**config.mk**
```make
export PLATFORM = sky130hd
export DESIGN_NAME = audio_player
export DESIGN_NICKNAME = d
export VERILOG_FILES = /design/src/rtl/audio_player.sv
export SDC_FILE = /design/constraint.sdc
export NUM_CORES = 1
export LEC_CHECK = 0
export ABC_AREA = 1
export BUFFER_PORTS_ARGS = -buffer_cell sky130_fd_sc_hd__buf_2
export CELL_PAD_IN_SITES_DETAIL_PLACEMENT = 0
export CELL_PAD_IN_SITES_GLOBAL_PLACEMENT = 1
export CORE_MARGIN = 8
export CORE_UTILIZATION = 43
export DETAILED_ROUTE_END_ITERATION = 8
export GPL_TIMING_DRIVEN = 0
export MAX_ROUTING_LAYER = met4
export PLACE_DENSITY = 0.88
export SYNTH_ARGS = -nofsm -noshare
export SYNTH_HDL_FRONTEND = slang
export SYNTH_SLANG_ARGS = --single-unit
export TNS_END_PERCENT = 5
```
**constraint.sdc**
```tcl
create_clock -name clk -period 2 [get_ports clk]
set_input_delay 0.2 -clock clk [delete_from_list [all_inputs] [get_ports clk]]
set_output_delay 0.2 -clock clk [all_outputs]
set_load 0.01 [all_outputs]
```
**src/rtl/audio_player.sv**
```systemverilog
// audio_player: streams a fixed-length signed 16-bit clip out of a synchronous
// audio ROM at the sample rate and renders the current sample as 1-bit PWM.
//
// Parameters
//   CLK_HZ       system clock frequency in Hz
//   SAMPLE_HZ    playback sample rate in Hz (DIV = CLK_HZ / SAMPLE_HZ)
//   DEPTH        number of samples in the clip
//   LOOP         1 = wrap to sample 0 at clip end, 0 = stop at clip end
//
// Ports
//   clk, rst_n    clock, asynchronous active-low reset
//   start         pulse: play from 0 (IDLE/DONE/PLAY) or resume (PAUSE)
//   pause         pulse: freeze playback (PLAY only)
//   stop          pulse: abort and return to IDLE, flushing any fetch
//   rom_addr      registered ROM sample address
//   rom_data      ROM sample, valid one clock after rom_addr changes
//   sample_out    latest fetched sample (registered)
//   sample_valid  one-cycle strobe when sample_out is updated
//   pwm_out       registered PWM rendering of sample_out
//   busy          high in PLAY and PAUSE (decoded from the state register)
//   done          one-cycle strobe with the final sample of a non-looping clip
module audio_player #(
    parameter int unsigned CLK_HZ    = 100_000_000,
    parameter int unsigned SAMPLE_HZ = 44100,
    parameter int unsigned DEPTH     = 176400,
    parameter int unsigned LOOP      = 0
) (
    input  logic        clk,
    input  logic        rst_n,
    input  logic        start,
    input  logic        pause,
    input  logic        stop,
    output logic [17:0] rom_addr,
    input  logic [15:0] rom_data,
    output logic [15:0] sample_out,
    output logic        sample_valid,
    output logic        pwm_out,
    output logic        busy,
    output logic        done
);

    localparam int unsigned ADDR_W   = 18;
    localparam int unsigned SAMPLE_W = 16;
    localparam int unsigned PWM_W    = 10;
    localparam int unsigned DIV      = CLK_HZ / SAMPLE_HZ;
    localparam int unsigned DIV_W    = (DIV > 1) ? $clog2(DIV) : 1;

    localparam logic [DIV_W-1:0]  DIV_LAST  = DIV_W'(DIV - 1);
    localparam logic [ADDR_W-1:0] ADDR_LAST = ADDR_W'(DEPTH - 1);
    localparam bit                STOP_AT_END = (LOOP == 0);

    typedef enum logic [1:0] {
        S_IDLE  = 2'd0,
        S_PLAY  = 2'd1,
        S_PAUSE = 2'd2,
        S_DONE  = 2'd3
    } state_t;

    // Registered state
    state_t                state, state_d;
    logic [DIV_W-1:0]      div_cnt, div_d;
    logic [ADDR_W-1:0]     addr_cnt, addr_d;
    logic [ADDR_W-1:0]     rom_addr_d;
    logic                  p1_valid, p1_valid_d;   // address issued to ROM
    logic                  p1_last, p1_last_d;
    logic                  p2_valid, p2_valid_d;   // ROM data now on rom_data
    logic                  p2_last, p2_last_d;
    logic [SAMPLE_W-1:0]   sample_out_d;
    logic                  sample_valid_d;
    logic                  done_d;
    logic [PWM_W-1:0]      pwm_cnt, pwm_cnt_d;
    logic                  pwm_out_d;

    // Combinational decode
    logic                  tick_c;
    logic                  last_pending_c;
    logic                  issue_c;
    logic                  flush_c;
    logic                  finish_c;
    logic [PWM_W-1:0]      level_c;

    // Sample-rate tick: divider wraps while playing
    assign tick_c = (state == S_PLAY) && (div_cnt == DIV_LAST);

    // Once the final sample is in flight on a non-looping clip, stop issuing
    assign last_pending_c = STOP_AT_END &&
                            ((p1_valid && p1_last) || (p2_valid && p2_last));

    // A command in the tick cycle takes precedence over issuing a fetch
    assign issue_c = tick_c && !stop && !start && !pause && !last_pending_c;

    // stop, or a restart from PLAY, discards every fetch in flight
    assign flush_c = stop || (start && (state == S_PLAY));

    // Final sample of a non-looping clip lands this cycle
    assign finish_c = STOP_AT_END && p2_valid && p2_last && !stop && !start;

    // Offset-binary: flip the sign bit, keep the top PWM_W bits
    assign level_c = {~sample_out[SAMPLE_W-1], sample_out[SAMPLE_W-2:SAMPLE_W-PWM_W]};

    assign busy = (state == S_PLAY) || (state == S_PAUSE);

    // State and output registers
    always_ff @(posedge clk or negedge rst_n) begin
        if (!rst_n) begin
            state        <= S_IDLE;
            div_cnt      <= '0;
            addr_cnt     <= '0;
            rom_addr     <= '0;
            p1_valid     <= 1'b0;
            p1_last      <= 1'b0;
            p2_valid     <= 1'b0;
            p2_last      <= 1'b0;
            sample_out   <= '0;
            sample_valid <= 1'b0;
            done         <= 1'b0;
            pwm_cnt      <= '0;
            pwm_out      <= 1'b0;
        end else begin
            state        <= state_d;
            div_cnt      <= div_d;
            addr_cnt     <= addr_d;
            rom_addr     <= rom_addr_d;
            p1_valid     <= p1_valid_d;
            p1_last      <= p1_last_d;
            p2_valid     <= p2_valid_d;
            p2_last      <= p2_last_d;
            sample_out   <= sample_out_d;
            sample_valid <= sample_valid_d;
            done         <= done_d;
            pwm_cnt      <= pwm_cnt_d;
            pwm_out      <= pwm_out_d;
        end
    end

    // Next-state and next-output logic
    always_comb begin
        state_d        = state;
        div_d          = '0;
        addr_d         = addr_cnt;
        rom_addr_d     = rom_addr;
        p1_valid_d     = 1'b0;
        p1_last_d      = 1'b0;
        p2_valid_d     = 1'b0;
        p2_last_d      = 1'b0;
        sample_out_d   = sample_out;
        sample_valid_d = 1'b0;
        done_d         = 1'b0;
        pwm_cnt_d      = pwm_cnt + PWM_W'(1);
        pwm_out_d      = (pwm_cnt < level_c);

        // Command priority: stop > start > clip end > pause
        if (stop) begin
            state_d = S_IDLE;
        end else if (start) begin
            state_d = S_PLAY;
        end else if (finish_c) begin
            state_d = S_DONE;
        end else begin
            case (state)
                S_PLAY:  if (pause) state_d = S_PAUSE;
                default: state_d = state;
            endcase
        end

        // Divider runs only across PLAY->PLAY without a restart
        if ((state == S_PLAY) && (state_d == S_PLAY) && !start) begin
            div_d = (div_cnt == DIV_LAST) ? '0 : div_cnt + DIV_W'(1);
        end

        // Stage 1: present address, advance (wrapping at the clip end)
        if (issue_c) begin
            rom_addr_d = addr_cnt;
            addr_d     = (addr_cnt == ADDR_LAST) ? '0 : addr_cnt + ADDR_W'(1);
            p1_valid_d = 1'b1;
            p1_last_d  = (addr_cnt == ADDR_LAST);
        end

        // Stages 2 and 3: wait for ROM, then capture the sample
        if (!flush_c) begin
            p2_valid_d = p1_valid;
            p2_last_d  = p1_last;
            if (p2_valid) begin
                sample_valid_d = 1'b1;
                sample_out_d   = rom_data;
            end
        end

        done_d = finish_c;

        // Fresh play (not a resume) restarts the clip at sample 0
        if (start && (state != S_PAUSE)) begin
            addr_d = '0;
        end

        if (stop) begin
            addr_d       = '0;
            rom_addr_d   = '0;
            sample_out_d = '0;
        end
    end

endmodule

```
==> results.yml <==
finish:
  area_growth_pct: 17.54
  drive_gt1_share_pct: 17.46
  nNetsFinal: 598
  fillers: 920
  diodes: 0
sta:
  setup_tns_ns: 0
  fin_crit_sh_pct: 88.89
  setup_slack_ns: 0.2223
  finClkSkew_ns: 0.009931
  fmax_mhz: 562.5
  slew_violations: 0
  timing.final.hold_violations: 0
  setup-violations-final: 0
  tightest_slew_ns: 0.5516
  rsz0062_at_grt: "no"
  period_needed_ns: 1.778
  slew_headroom_pct: 62.89
critical_path:
  cp_slowest_stage_delay_ns: 0.46
  slowest_stage: "dfrtp_1"
  path_class: "reg2reg"
  path_cells: "ha_1 -> nand3_1 -> nor3_1 -> nand3_2 -> nand2_1 -> nor2_1 -> nand2_1 -> nand2_1"
  crit_fanout: 6
  crit_top_cell: "nand2_1"
  cp-end-kind: "flop"
  cp.required_ns: 2.29
  arrival_ns: 2.07
  cp_num_buf_inv: 0
  startpoint_type: "flop"
  crit_family: "simple AND/OR/NAND/NOR gates"
synth:
  yosysWarnings: 0
  yosysSeqAreaShare_pct: 50.36
  synth.most_common_cell: "nand2_1"
  synth-edff-count: 0
  synth_commonest_cells: "126 x nand2_1, 83 x dfrtp_1, 56 x inv_1, 52 x nand3_1, 50 x nor2_1"
  synthCells: 491
  yosysTopAreaCell: "dfrtp_1"
  ys_ff_latch: 83
  ys_types: 33
  synth_ff_type: "dfrtp_1"
  synth_fp_nets: 527
  synthTopCellsByArea: "dfrtp_1 50%, nand2_1 11%, nand3_1 6.3%"
  synth_top_area_share_pct: 50.36
  postSynthAreaPerCell_um2: 8.399
  syn_area_mm2: 0.004124
  synthArstFlopShare_pct: 100.0
cts:
  clock_latency_ns: 0.35
  path_clk_slew_ns: 0.09
  cts_tree: "yes"
  numClockSinks: 83
  cts_setup_buffers: 0
  htree_levels: 3
  clockRootBuffer: "clkbuf_8"
  cts_buffers: 9
  cts.path.max_buffers: 2
die:
  initial_utilization_pct: 44.42
  die_width_um: 113.9
  rows: 35
  die-area_mm2: 0.01298
  ios: 59
  core_mm2: 0.009284
  fp.dieH_um: 113.9
routing:
  ant_nets: 0
  wl_um: 9566
  dr.pass1.iters: 5
  first_iter_violations: 202
  vias: 3403
  wl_per_cell_um: 13.74
  vias_per_cell: 4.889
  drc_errors: 0
power:
  p_leak_nw: 2.414
  vdd_drop_max_uv: 427.4
  power_density_mw_per_mm2: 659.4
  clockPowerShare_pct: 43.2
  p_seq_share_pct: 52.6
  power.internal_mw: 2.465
  p_comb_share_pct: 4.2
  switchingPower_uw: 731.3
  switching_share_pct: 22.88
global_route:
  grt_overflow: 0
  grt_pass1_vias: 3454
  gr-usage-all-layers_pct: 15.95
  grt_antenna_before_repair: 0
  grt_max_degree: 54
  grt_pass1_wl_um: 16390
hold_path:
  hold_path_class: "in2reg"
place:
  hpwl_um: 7326
  gp_congestion: 0.9235
  portBuffers: 58
  pre_cts_slack_ns: 0.1334
run_status:
  outcome: "completed"
run:
  cap_violations: 0
area by class of cell:
type                       count  area [µm²]  share of cell area, %
buffer                         8       46.29                 0.9551
clock buffer                  11       141.4                  2.917
clock inverter                 5       82.58                  1.704
inverter                      60       226.5                  4.672
multi-input combinational    340        1782                  36.76
sequential                    83        2077                  42.85
tap                          129       161.4                  3.330
timing repair buffer          60       330.3                  6.815
through the flow:
stage                     util [%]  instances  hold WS [ns]  total power [mW]  cell area [µm²]
after floorplan                  -        491      -0.09559             1.767             4124
after global placement       49.29        678        0.3975             1.841             4576
after detailed placement     49.61        679        0.1673             1.851             4606
after CTS                    52.13        696       0.02609             3.233             4840
after global routing         52.21        696       0.03870             3.306             4847
final                        52.21        696       0.03548             3.196             4847
metal layers:
| metal | global-route usage, % | vias to the layer above | share of wire (%) |
|---|---|---|---|
| met2 | 26.38 | 44 | 50 |
| met5 | - | - | 0 |
| met4 | 6.300 | 0 | 1.7 |
| met1 | 18.89 | 1626 | 45 |
| li1 | - | 1718 | - |
| met3 | 2.958 | 15 | 3.8 |
cells by family after synthesis:
family / count (synthesis) / share of synthesized area [%]
DFF: 83 / 50.36
and+or+nand+nor: 258 / 28.03
buffers and inverters: 68 / 6.614
AOI/OAI and AO/OA: 46 / 5.977
xor gates and xnor gates: 21 / 4.460
adders and majority gates: 15 / 4.551
sequential cells by signal (all words and copies together) (netlist names), 2 cells and up:
| register | count |
|---|---|
| state | 2 |
| pwm_cnt | 10 |
| addr_cnt | 18 |
| div_cnt | 12 |
| rom_addr | 18 |
| sample_out | 16 |
path summary, 6_finish.rpt:
| check | start | end | slack (ns) | cells after the start |
|---|---|---|---|---|
| min in group asynchronous | rst_n | div_cnt[8]$_DFF_PN0_ | 0.32 | 2 |
| setup reg to reg | addr_cnt[0]$_DFFE_PN0P_ | addr_cnt[17]$_DFFE_PN0P_ | 0.22 | 8 |
| max in group asynchronous | rst_n | addr_cnt[10]$_DFFE_PN0P_ | 1.08 | 3 |
| hold / removal | rom_data[2] | sample_out[2]$_DFFE_PN0P_ | 0.04 | 3 |
| hold reg to reg | pwm_cnt[0]$_DFF_PN0_ | pwm_cnt[0]$_DFF_PN0_ | 0.47 | 1 |
| setup / recovery | addr_cnt[0]$_DFFE_PN0P_ | addr_cnt[17]$_DFFE_PN0P_ | 0.22 | 8 |
cells in the final DEF (no fill, tap or decap), types with 3 or more instances in the layout:
| cell | netlist | routed |
|---|---|---|
| buf_2 | 4 | 61 |
| nor2_2 | 4 | 3 |
| a21oi_1 | 9 | 9 |
| inv_1 | 56 | 56 |
| nor2_4 | 2 | 3 |
| dfrtp_1 | 83 | 83 |
| nand2_1 | 126 | 125 |
| clkbuf_1 | 2 | 3 |
| nand4_1 | 6 | 6 |
| xor2_1 | 16 | 16 |
| xnor2_1 | 5 | 5 |
| nand3_1 | 52 | 52 |
| nor3_1 | 8 | 8 |
| clkbuf_8 | 0 | 10 |
| ha_1 | 15 | 15 |
| o21ai_0 | 27 | 27 |
| o22ai_1 | 5 | 5 |
| nor2_1 | 50 | 50 |
power groups by stage:
stage | logic (mW) | registers (mW) | clock network (mW)
6_report | 0.135 | 1.68 | 1.38
5_1_grt | 0.153 | 1.68 | 1.47
4_1_cts | 0.138 | 1.68 | 1.41
3_5_place_dp | 0.136 | 1.71 | 0
3_3_place_gp | 0.126 | 1.71 | 0
2_1_floorplan | 0.0521 | 1.71 | 0
timing repair:
| action | 4_1_cts | 5_1_grt |
|---|---|---|
| endpoints found under the hold margin | 30 | 0 |
| setup endpoints to repair | 0 | 10 |
| resized for setup | 0 | 2 |
| hold buffers | 1 | 0 |
worst reg2reg max path, stage by stage, from the launching register on:
cell and delay (ns):
dfrtp_1 0.46, ha_1 0.27, nand3_1 0.15, nor3_1 0.08, nand3_2 0.11, nand2_1 0.11, nor2_1 0.36, nand2_1 0.11
nand2_1 0.07
Note: power is estimated with default switching activity, not from simulation.
